==> src/rtl/audio_ctrl_pkg.sv <==
// Shared definitions for the WM8731 audio interface blocks: default sizes,
// frame clock polarity and the transmitter state encoding.
package audio_ctrl_pkg;

  localparam int DEFAULT_WIDTH      = 32;
  localparam int DEFAULT_FRAME_BCLK = 32;

  // Frame clock level during the left channel half
  localparam logic LRC_LEFT = 1'b1;

  typedef enum logic {
    IDLE,
    RUN
  } tx_state_t;

endpackage

==> src/rtl/audio_tx_hold_buf.sv <==
// One-entry holding register between the upstream valid/ready source and the
// DAC serializer; the serializer drains it with a one-cycle load strobe.
module audio_tx_hold_buf
  import audio_ctrl_pkg::*;
#(
  parameter int WIDTH = DEFAULT_WIDTH
) (
  input  logic             bclk,
  input  logic             daclrc,
  input  logic [WIDTH-1:0] s_data,
  input  logic             s_valid,
  output logic             s_ready,
  input  logic             load,
  output logic             hold_valid,
  output logic [WIDTH-1:0] hold_data
);

  // A load frees the entry this cycle, so a new sample can replace it at once
  assign s_ready = !hold_valid || load;

  always_ff @(posedge bclk or posedge daclrc) begin
    if (daclrc) begin
      hold_valid <= 1'b0;
      hold_data  <= '0;
    end else if (s_valid && s_ready) begin
      hold_valid <= 1'b1;
      hold_data  <= s_data;
    end else if (load) begin
      hold_valid <= 1'b0;
    end
  end

endmodule

==> src/rtl/audio_dac_transmitter.sv <==
// Left-justified DACDAT serializer for the WM8731: frame counter, IDLE/RUN
// control and MSB-first shifting of each channel, with LRC generated here.
module audio_dac_transmitter
  import audio_ctrl_pkg::*;
#(
  parameter int WIDTH      = DEFAULT_WIDTH,
  parameter int FRAME_BCLK = DEFAULT_FRAME_BCLK
) (
  input  logic             bclk,
  input  logic             daclrc,
  input  logic [WIDTH-1:0] s_data,
  input  logic             s_valid,
  output logic             s_ready,
  output logic             lrc_out,
  output logic             dacdat,
  output logic             frame_start,
  output logic             underflow
);

  localparam int CW = $clog2(FRAME_BCLK);
  localparam logic [CW-1:0] LAST  = CW'(FRAME_BCLK - 1);
  localparam logic [CW-1:0] HALF  = CW'(FRAME_BCLK / 2);
  localparam logic [CW-1:0] HW    = CW'(WIDTH / 2);
  localparam logic [CW-1:0] MSB_L = CW'(WIDTH - 1);
  localparam logic [CW-1:0] MSB_R = CW'(WIDTH / 2 - 1);

  tx_state_t        state;
  logic [CW-1:0]    cnt;
  logic [CW-1:0]    cnt_next;
  logic [WIDTH-1:0] shifter;
  logic [WIDTH-1:0] shift_next;
  logic             load;
  logic             hold_valid;
  logic [WIDTH-1:0] hold_data;

  // Bit driven at frame position c; positions past a channel's width are padding
  function automatic logic serial_bit(input logic [WIDTH-1:0] sh, input logic [CW-1:0] c);
    logic [CW-1:0]    k;
    logic [WIDTH-1:0] tmp;
    k   = (c < HALF) ? c : c - HALF;
    tmp = sh >> ((c < HALF) ? MSB_L - k : MSB_R - k);
    serial_bit = (k < HW) ? tmp[0] : 1'b0;
  endfunction

  audio_tx_hold_buf #(
    .WIDTH(WIDTH)
  ) u_hold (
    .bclk      (bclk),
    .daclrc    (daclrc),
    .s_data    (s_data),
    .s_valid   (s_valid),
    .s_ready   (s_ready),
    .load      (load),
    .hold_valid(hold_valid),
    .hold_data (hold_data)
  );

  always_comb begin
    load       = 1'b0;
    cnt_next   = '0;
    shift_next = shifter;
    case (state)
      IDLE: begin
        load       = hold_valid;
        shift_next = hold_data;
      end
      RUN: begin
        load     = (cnt == LAST);
        cnt_next = load ? '0 : cnt + 1'b1;
        if (load) shift_next = hold_valid ? hold_data : '0;
      end
      default: ;
    endcase
  end

  // Outputs are computed from the next count/shifter so they align with cnt
  always_ff @(posedge bclk or posedge daclrc) begin
    if (daclrc) begin
      state       <= IDLE;
      cnt         <= '0;
      shifter     <= '0;
      lrc_out     <= 1'b0;
      dacdat      <= 1'b0;
      frame_start <= 1'b0;
      underflow   <= 1'b0;
    end else begin
      frame_start <= 1'b0;
      underflow   <= 1'b0;
      case (state)
        IDLE: begin
          if (hold_valid) begin
            state       <= RUN;
            cnt         <= '0;
            shifter     <= shift_next;
            lrc_out     <= LRC_LEFT;
            dacdat      <= serial_bit(shift_next, '0);
            frame_start <= 1'b1;
          end
        end
        RUN: begin
          cnt         <= cnt_next;
          shifter     <= shift_next;
          lrc_out     <= (cnt_next < HALF) ? LRC_LEFT : ~LRC_LEFT;
          dacdat      <= serial_bit(shift_next, cnt_next);
          frame_start <= load;
          underflow   <= load && !hold_valid;
        end
        default: state <= IDLE;
      endcase
    end
  end

endmodule

==> config.mk <==
export PLATFORM = sky130hd
export DESIGN_NAME = audio_dac_transmitter
export DESIGN_NICKNAME = d
export VERILOG_FILES = /design/src/rtl/audio_ctrl_pkg.sv /design/src/rtl/audio_tx_hold_buf.sv /design/src/rtl/audio_dac_transmitter.sv
export SDC_FILE = /design/constraint.sdc
export NUM_CORES = 1
export LEC_CHECK = 0
export ABC_AREA = 0
export CORE_MARGIN = 3
export CORE_UTILIZATION = 50
export CTS_BUF_LIST = sky130_fd_sc_hd__clkbuf_8
export CTS_CLUSTER_DIAMETER = 120
export DETAILED_ROUTE_END_ITERATION = 7
export GPL_TIMING_DRIVEN = 0
export PLACE_DENSITY = 0.72
export SETUP_SLACK_MARGIN = 0.02
export SYNTH_ARGS = -nofsm -noshare
export SYNTH_HDL_FRONTEND = slang
export SYNTH_SLANG_ARGS = --single-unit
export TNS_END_PERCENT = 30
==> constraint.sdc <==
create_clock -name bclk -period 3.8 [get_ports bclk]
set_clock_uncertainty 0.15 [all_clocks]
set_input_delay 0.38 -clock bclk [delete_from_list [all_inputs] [get_ports bclk]]
set_output_delay 0.38 -clock bclk [all_outputs]
set_load 0.005 [all_outputs]
==> run_results.csv, run 1 <==
group,metric,value,unit
power_and_ir_drop,clock_power_share,36.6,%
power_and_ir_drop,internal_power,1.39,mW
placed_design,hpwl,5890,µm
layout,regArea,1880,µm²
power_and_ir_drop,powerDensity,416,nW/µm²
worst_setup_path,crit_required,3930,ps
synth,synthTopCellsByArea,"dfrtp_1 (52%), mux2_2 (10%), a22o_1 (7.2%), nor2b_1 (3.3%), nand2_1 (2.0%)",
global_routing,grtUsageMet3,6.05,%
timing,rsz0062_at_grt,"false",
clock_tree,clockBufferDepth,2,
worst_setup_path,critical_path_class,"flop to flop",
job,maxCapViolations,0,
worst_setup_path,crit_fanout,10,
layout,drive_gt1_share,18.3,%
clock_tree,hold_buffers,0,
synth,synthArstFlopShare,100,%
worst_setup_path,path_common_cell,"ha_1",
clock_tree,tritoncts,"built",
power_and_ir_drop,p_sw_share,23.8,%
layout,finish.instance_area,4390,µm²
global_routing,grt_max_degree,76,
die,dieWidth,91.2,µm
worst_setup_path,critPathLaunchType,"flop",
worst_setup_path,arrival,3630,ps
timing,slew_headroom,55.5,%
timing,finalSetupTns,0,ps
die,die_h,91.2,µm
die,start_util,52.6,%
clock_tree,cts_inserted_buffers,9,
synth,avgSynthCellArea,11.5,µm²
worst_setup_path,crit_chain,"ha_1, and3_1, ha_1, buf_2, clkbuf_1, a21oi_1, a221o_1, a311oi_1, o31ai_1, a41oi_2",
clock_tree,cts_resized,0,
die,core_region_area,6910,µm²
die,ios,40,
die,die_area,8320,µm²
route,wl,8420,µm
worst_setup_path,endpoint_kind,"flop",
power_and_ir_drop,switchingPower,435,µW
synth,yosys_register_bits,75,
synth,synth_enable_flop_cells,0,
layout,multiInputGateArea,1620,µm²
route,viasPerCell,5.91,
layout,fill_cells,604,
clock_tree,cts_sinks,75,
power_and_ir_drop,ir_drop,0.000264,V
layout,nets,405,
clock_tree,cts_root_buf,"clkbuf_8",
synth,synth-seq-area-share,51.7,%
timing,post-route-period-util,92.0,%
global_routing,met2_usage,34.9,%
synth,synth_top_area_share,51.7,%
synth,synth_commonest_cells,"dfrtp_1 (75), mux2_2 (33), a22o_1 (30), nand2_1 (19), nor2b_1 (19)",
timing,slew_viol_final,0,
synth,syn-num-nets,354,
clock_tree,clk_pin_slew,80,ps
synth,post-synth-top-count-cell,"dfrtp_1",
placed_design,routabilityCongestion,0.930,
global_routing,use_met1,28.1,%
power_and_ir_drop,p_leak,1.90,nW
worst_setup_path,cpMaxStageDelayCell,"dfrtp_1",
timing,finalHoldViolations,0,
global_routing,grt_pass1_vias,2844,
global_routing,top_usage_layer,"met2",
layout,diodes,0,
die,rows,30,
route,drt_iter0_drc,181,
synth,synth_top_flop_cell,"dfrtp_1",
clock_tree,post_cts_buffers,0,
layout,final_util,63.6,%
route,first_pass_iters,4,
synth,netlist_area,3630,µm²
global_routing,grt.total_usage,21.6,%
placed_design,port_buffers,39,
global_routing,antenna_found_initial,0,
synth,synth_warnings,0,
synth,netlist_instances,316,
layout,area_delta_synth_final,20.9,%
clock_tree,clock_latency,360,ps
timing,fmax,0.286,GHz
synth,ys_types,52,
timing,worst_pin_slew,668,ps
timing,setup_viol,0,
status,outcome,"completed",
route,drcViolationCount,0,
global_routing,grt-ovfl-total,0,
worst_setup_path,critical_path.max_stage_delay,570,ps
timing,min_period,3490,ps
route,vias,2768,
power_and_ir_drop,combPwrFrac,11.0,%
placed_design,placed_area,4170,µm²
power_and_ir_drop,power_frac_seq,52.4,%
route,ant_nets,0,
synth,yosysTopAreaCell,"dfrtp_1",
clock_tree,htreeDepth,3,
route,wl_per_cell,18.0,µm
power_and_ir_drop,total_power,1.83,mW
global_routing,grt_pass1_wl,14100,µm
hold_path,holdCritPathClass,"primary input to async pin",
==> metrics by stage <==
stage          setup WS (ps)  cells  hold WS [ps]
6_report                 306    468           293
5_1_grt                  197    468           360
4_1_cts                  389    468           316
3_5_place_dp             421    452           336
3_3_place_gp             194    451           330
2_1_floorplan            983    316           315
==> worst max-delay path, delay by kind of cell (launching register included) <==
kind / cells / cell delay, ps
flip-flops: 1 / 570
buffers and inverters: 2 / 640
adder cells (fa/ha/maj): 2 / 380
AND/OR/NAND/NOR: 1 / 180
AO/OA/AOI/OAI: 5 / 1470
==> final cells by class <==
type / instances / area share [%]
flip-flops and latches: 75 / 42.7
multi-input cells: 211 / 36.8
repair buffers: 40 / 9.52
clock buffers: 9 / 2.82
well taps: 96 / 2.74
plain buffers: 24 / 2.68
clock inverters: 7 / 2.14
inverters: 6 / 0.570
==> power by group through the flow <==
stage	registers (mW)	clock network [mW]	logic [mW]
CTS	0.956	0.679	0.204
detailed placement	0.971	0	0.203
global placement	0.968	0	0.191
finish	0.957	0.669	0.200
global route	0.967	0.715	0.223
floorplan	0.948	0	0.140
==> cells by family after synthesis <==
| logic type | count (synthesis) | share of synthesized area [%] |
|---|---|---|
| AO/OA/AOI/OAI | 90 | 19.2 |
| XOR/XNOR | 1 | 0.241 |
| multiplexers | 41 | 12.6 |
| AND/OR/NAND/NOR | 76 | 11.4 |
| buffers and inverters | 30 | 3.86 |
| adder cells (fa/ha/maj) | 3 | 1.03 |
| flip-flops | 75 | 51.7 |
==> per-layer routing <==
layer,vias up,wire (µm)
met5,-,0
met4,0,187
met3,16,375
met2,63,4130
met1,1412,3730
li1,1277,-
==> path summary, 6_finish.rpt <==
kind / start / to / slack (ps) / depth (start not counted)
worst max-delay path: cnt[0] / dacdat / 310 / 10
worst min-delay path: daclrc / u_hold.hold_data[15] / 290 / 3
worst max register to register: cnt[0] / dacdat / 310 / 10
worst min register to register: lrc_out / lrc_out / 350 / 1
max in group asynchronous: daclrc / shifter[16] / 2900 / 3
min in group bclk: lrc_out / lrc_out / 350 / 1
==> registers in the layout, indices dropped and copies added (netlist names) <==
register           cells
cnt                    5
state                  1
u_hold.hold_data      32
frame_start            1
underflow              1
shifter               32
u_hold.hold_valid      1
lrc_out                1
dacdat                 1
==> placed cells by master (no fill, tap or decap), types with 7 or more instances in the layout <==
cell type,count
a21oi_1,10
mux2_2,33
nor2_1,9
o21ai_0,7
nor2b_1,19
clkbuf_8,9
a22o_1,30
nor3_1,9
buf_2,7
nand2_1,19
clkdlybuf4s50_1,39
clkbuf_1,10
a31oi_1,8
dfrtp_1,75
Power figures use the tool's default switching activity.
==> run 2, diff against run 1 <==
--- a/config.mk
+++ b/config.mk
@@ -11,9 +11,9 @@
 export CTS_BUF_LIST = sky130_fd_sc_hd__clkbuf_8
 export CTS_CLUSTER_DIAMETER = 120
 export DETAILED_ROUTE_END_ITERATION = 7
-export GPL_TIMING_DRIVEN = 0
 export PLACE_DENSITY = 0.72
 export SETUP_SLACK_MARGIN = 0.02
+export SLEW_MARGIN = 20
 export SYNTH_ARGS = -nofsm -noshare
 export SYNTH_HDL_FRONTEND = slang
 export SYNTH_SLANG_ARGS = --single-unit
==> run 2 against run 1 <==
Die area stayed put. Count of clock-buffer cells in the layout is 1 higher. Routed wire length is 6.9% lower. Critical endpoint unchanged. Global-route usage is 1.2 points lower. Largest cell class unchanged. First-iteration DRC count is 5.5% higher. Non-clock buffer count is 17 lower. Fmax is 9.5% higher. Sequential power is 0.5% higher. Flip-flop and latch count stayed put.
==> run_results.csv, run 2 (synthesis results as in run 1) <==
group,metric,value,unit
die,ios,40,
layout,drive_gt1_share,18.6,%
die,rows,30,
worst_setup_path,arrival,3310,ps
global_routing,antenna_found_initial,0,
timing,finalHoldViolations,0,
clock_tree,post_cts_buffers,0,
global_routing,grt-ovfl-total,0,
placed_design,hpwl,5240,µm
timing,finalSetupTns,0,ps
worst_setup_path,crit_fanout,11,
layout,reg_top3,"shifter x32, u_hold.hold_data x32, cnt x5",
clock_tree,clock_latency,350,ps
layout,final_util,62.7,%
layout,finalNonFillerCells,451,
placed_design,routabilityCongestion,0.884,
clock_tree,cts_resized,0,
timing,hold_slack,349,ps
power_and_ir_drop,total_power,1.90,mW
global_routing,grt.total_usage,20.5,%
clock_tree,cts_inserted_buffers,9,
worst_setup_path,critical_path_class,"flop to flop",
worst_setup_path,path_common_cell,"ha_1",
route,ant_nets,0,
layout,final_cell_mix,"dfrtp_1 (75), clkdlybuf4s50_1 (39), mux2_2 (33)",
timing,post-route-period-util,84.0,%
die,die_area,8320,µm²
hold_path,holdCritPathClass,"flop to flop",
layout,finish.instance_area,4330,µm²
route,wl_per_cell,17.4,µm
route,vias,2721,
worst_setup_path,endpoint_kind,"flop",
layout,nets,388,
placed_design,port_buffers,39,
timing,rsz0062_at_grt,"false",
route,first_pass_iters,5,
worst_setup_path,crit_chain,"ha_1, and3_1, ha_1, nor2b_1, a221oi_1, a31oi_1, nor3_1, or4_4, a41oi_2",
layout,area_delta_synth_final,19.2,%
clock_tree,cts_sinks,75,
timing,setup_viol,0,
placed_design,placed_cells,435,
job,maxCapViolations,0,
layout,final_common_cell,"dfrtp_1",
clock_tree,clk_pin_slew,80,ps
route,drcViolationCount,0,
die,die_h,91.2,µm
die,start_util,52.6,%
clock_tree,cts_root_buf,"clkbuf_8",
clock_tree,clockBufferDepth,2,
timing,slew_viol_final,0,
die,dieWidth,91.2,µm
worst_setup_path,critPathLaunchType,"flop",
worst_setup_path,cpMaxStageDelayCell,"nor2b_1",
route,wl,7840,µm
clock_tree,tritoncts,"built",
worst_setup_path,critical_path.max_stage_delay,630,ps
route,viasPerCell,6.03,
power_and_ir_drop,p_leak,1.89,nW
timing,min_period,3190,ps
layout,diodes,0,
clock_tree,hold_buffers,0,
clock_tree,htreeDepth,3,
placed_design,place_ws,689,ps
route,drt_iter0_drc,191,
timing,slew_headroom,38.7,%
global_routing,grt_pass1_vias,2708,
status,outcome,"completed",
worst_setup_path,crit_required,3920,ps
timing,worst_slack,609,ps
timing,fmax,0.313,GHz
placed_design,placed_area,4090,µm²
timing,worst_pin_slew,920,ps
die,core_region_area,6910,µm²
power_and_ir_drop,ir_drop,0.000227,V
power_and_ir_drop,powerDensity,438,nW/µm²
global_routing,grt_max_degree,76,
global_routing,grt_pass1_wl,13600,µm
## run 2: changes by cell type in the layout (fill, tap and decap cells not counted), moves of 2 or more
| cell | delta |
|---|---|
| clkbuf_1 | -10 |
| buf_1 | -4 |
| clkinv_4 | -2 |
| buf_2 | -7 |
| buf_6 | -2 |
| buf_4 | +7 |
## run 2: final timing paths
path	startpoint	slack, ps	cells after the start	to
min in group asynchronous	daclrc	480	3	u_hold.hold_data[14]
max in group asynchronous	daclrc	2410	3	u_hold.hold_data[17]
setup reg to reg	cnt[0]	610	9	dacdat
setup / recovery	cnt[0]	610	9	dacdat
hold reg to reg	lrc_out	350	1	lrc_out
hold / removal	lrc_out	350	1	lrc_out
## run 2: power by group
group          switching, mW  internal, mW  leakage, nW  total (mW)
registers             0.0723         0.890        0.914       0.962
clock network          0.289         0.450        0.127       0.738
logic                 0.0651         0.130        0.844       0.195
## run 2: routing by layer
layer / vias to the layer above / GRT usage (%) / wire length, µm
li1: 1248 / - / -
met5: - / 0 / 0
met1: 1362 / 28.6 / 3550
met3: 23 / 4.47 / 388
met4: 0 / 7.91 / 191
met2: 88 / 31.3 / 3710
## run 2: final cells by class
class | instances | area (µm²)
fillers | 560 | 2580
inverters | 6 | 22.5
well taps | 96 | 120
repair buffers | 47 | 450
flip-flops and latches | 75 | 1880
clock buffers | 10 | 138
multi-input cells | 211 | 1620
clock inverters | 6 | 104
## run 2: worst max-delay path: cells and delay by family (launching register included)
family	cells	cell delay [ps]
fa+ha+maj	2	480
compound gates	3	580
simple gates	4	1400
flops	1	500
==> run 3, diff against run 2 <==
==> constraint.sdc (replaced) <==
create_clock -name bclk -period 3 [get_ports bclk]
set_clock_uncertainty 0.15 [all_clocks]
set_input_delay 0.3 -clock bclk [delete_from_list [all_inputs] [get_ports bclk]]
set_output_delay 0.3 -clock bclk [all_outputs]
set_load 0.005 [all_outputs]
==> run 3 against run 2 <==
Die area stayed put. First-iteration DRC count rose by 23%. Sequential share of layout area shrank 0.70 points. Critical path type unchanged. Setup slack worse by 420 ps. Critical path depth is 1 lower.
==> run_results.csv, run 3 (synthesis results as in run 1) <==
group,metric,value,unit
placed_design,hpwl,5670,µm
route,wl,8250,µm
status,outcome,"completed",
die,rows,30,
placed_design,placed_cells,444,
route,viasPerCell,5.93,
power_and_ir_drop,p_sw_share,23.2,%
timing,min_period,2810,ps
route,first_pass_iters,4,
clock_tree,clk_pin_slew,80,ps
layout,drive_gt1_share,20.6,%
global_routing,grt-ovfl-total,0,
clock_tree,cts_resized,0,
timing,fmax,0.356,GHz
placed_design,port_buffers,39,
layout,area_delta_synth_final,21.2,%
power_and_ir_drop,power_frac_seq,51.7,%
power_and_ir_drop,total_power,2.35,mW
clock_tree,hold_buffers,0,
timing,finalHoldViolations,0,
clock_tree,cts_root_buf,"clkbuf_8",
clock_tree,clock_latency,350,ps
route,vias,2726,
worst_setup_path,endpoint_kind,"flop",
layout,diodes,0,
clock_tree,htreeDepth,3,
layout,reg_top3,"shifter x32, u_hold.hold_data x32, cnt x5",
timing,finalSetupTns,0,ps
hold_path,holdCritPathClass,"primary input to async pin",
die,ios,40,
layout,final_util,63.7,%
power_and_ir_drop,p_leak,1.92,nW
timing,setup_viol,0,
timing,slew_headroom,49.8,%
job,maxCapViolations,0,
global_routing,grt_pass1_wl,14100,µm
power_and_ir_drop,powerDensity,534,nW/µm²
timing,worst_pin_slew,752,ps
clock_tree,clockBufferDepth,2,
timing,worst_slack,191,ps
layout,final_cell_mix,"dfrtp_1 (75), clkdlybuf4s50_1 (39), mux2_2 (33)",
global_routing,grt_pass1_vias,2822,
route,ant_nets,0,
power_and_ir_drop,internal_power,1.80,mW
die,core_region_area,6910,µm²
layout,nets,397,
clock_tree,post_cts_buffers,0,
timing,post-route-period-util,93.6,%
power_and_ir_drop,combPwrFrac,10.7,%
layout,final_common_cell,"dfrtp_1",
placed_design,place_ws,211,ps
timing,slew_viol_final,0,
worst_setup_path,crit_fanout,22,
power_and_ir_drop,switchingPower,545,µW
global_routing,grt.total_usage,21.3,%
route,wl_per_cell,17.9,µm
clock_tree,tritoncts,"built",
placed_design,routabilityCongestion,0.908,
worst_setup_path,crit_required,3130,ps
die,die_h,91.2,µm
power_and_ir_drop,ir_drop,0.000222,V
worst_setup_path,critPathLaunchType,"flop",
power_and_ir_drop,clock_power_share,37.6,%
worst_setup_path,startpoint,"cnt[0]",
die,start_util,52.6,%
clock_tree,cts_inserted_buffers,9,
global_routing,antenna_found_initial,0,
worst_setup_path,timing.rr.start,"cnt[0]",
layout,finalNonFillerCells,460,
worst_setup_path,arrival,2930,ps
die,dieWidth,91.2,µm
timing,rsz0062_at_grt,"false",
layout,fill_cells,583,
global_routing,grt_max_degree,33,
clock_tree,cts_sinks,75,
route,drt_iter0_drc,234,
die,die_area,8320,µm²
worst_setup_path,critical_path_class,"flop to flop",
route,drcViolationCount,0,
-- run 3: layer usage --
layer / track usage (%) / up-vias / part of all wire (%)
met5: 0 / - / 0
met3: 4.14 / 11 / 4.9
li1: - / 1268 / -
met2: 33.3 / 69 / 49
met1: 29.0 / 1378 / 45
met4: 8.92 / 0 / 1.3
-- run 3: worst paths after layout --
check / slack, ps / end / cells after the start
worst min-delay path: 100 / frame_start / 2
worst max register to register: 190 / dacdat / 8
min in group bclk: 350 / shifter[16] / 1
max in group asynchronous: 1870 / u_hold.hold_data[8] / 3
worst min register to register: 350 / shifter[16] / 1
worst max-delay path: 190 / dacdat / 8
-- run 3: power by group through the flow --
stage / Clock [mW] / Sequential (mW) / Combinational, mW
after CTS: 0.889 / 1.21 / 0.255
after global placement: 0 / 1.23 / 0.245
after global routing: 0.941 / 1.23 / 0.282
after detailed placement: 0 / 1.23 / 0.254
final: 0.883 / 1.21 / 0.252
after floorplan: 0 / 1.20 / 0.177
-- run 3: critical path: stages, from the launching register on --
cell     delay, ps
dfrtp_1        390
ha_1           220
and3_1         170
ha_1           250
or3b_4         540
a31oi_1        250
nor3_1          70
or4_4          550
a41oi_2        160
-- run 3: stage by stage --
stage | hold WS, ps | cell area, µm²
after floorplan | 258 | 3630
after global placement | 330 | 4170
after detailed placement | 335 | 4170
after CTS | 110 | 4400
after global routing | 118 | 4400
final | 105 | 4400
-- run 3: layout make-up --
type	instances	area [µm²]	share of cell area [%]
well taps	96	120	2.73
inverters	6	22.5	0.512
flip-flops and latches	75	1880	42.6
clock inverters	5	76.3	1.73
multi-input cells	211	1620	36.9
clock buffers	11	151	3.44
repair buffers	56	531	12.1
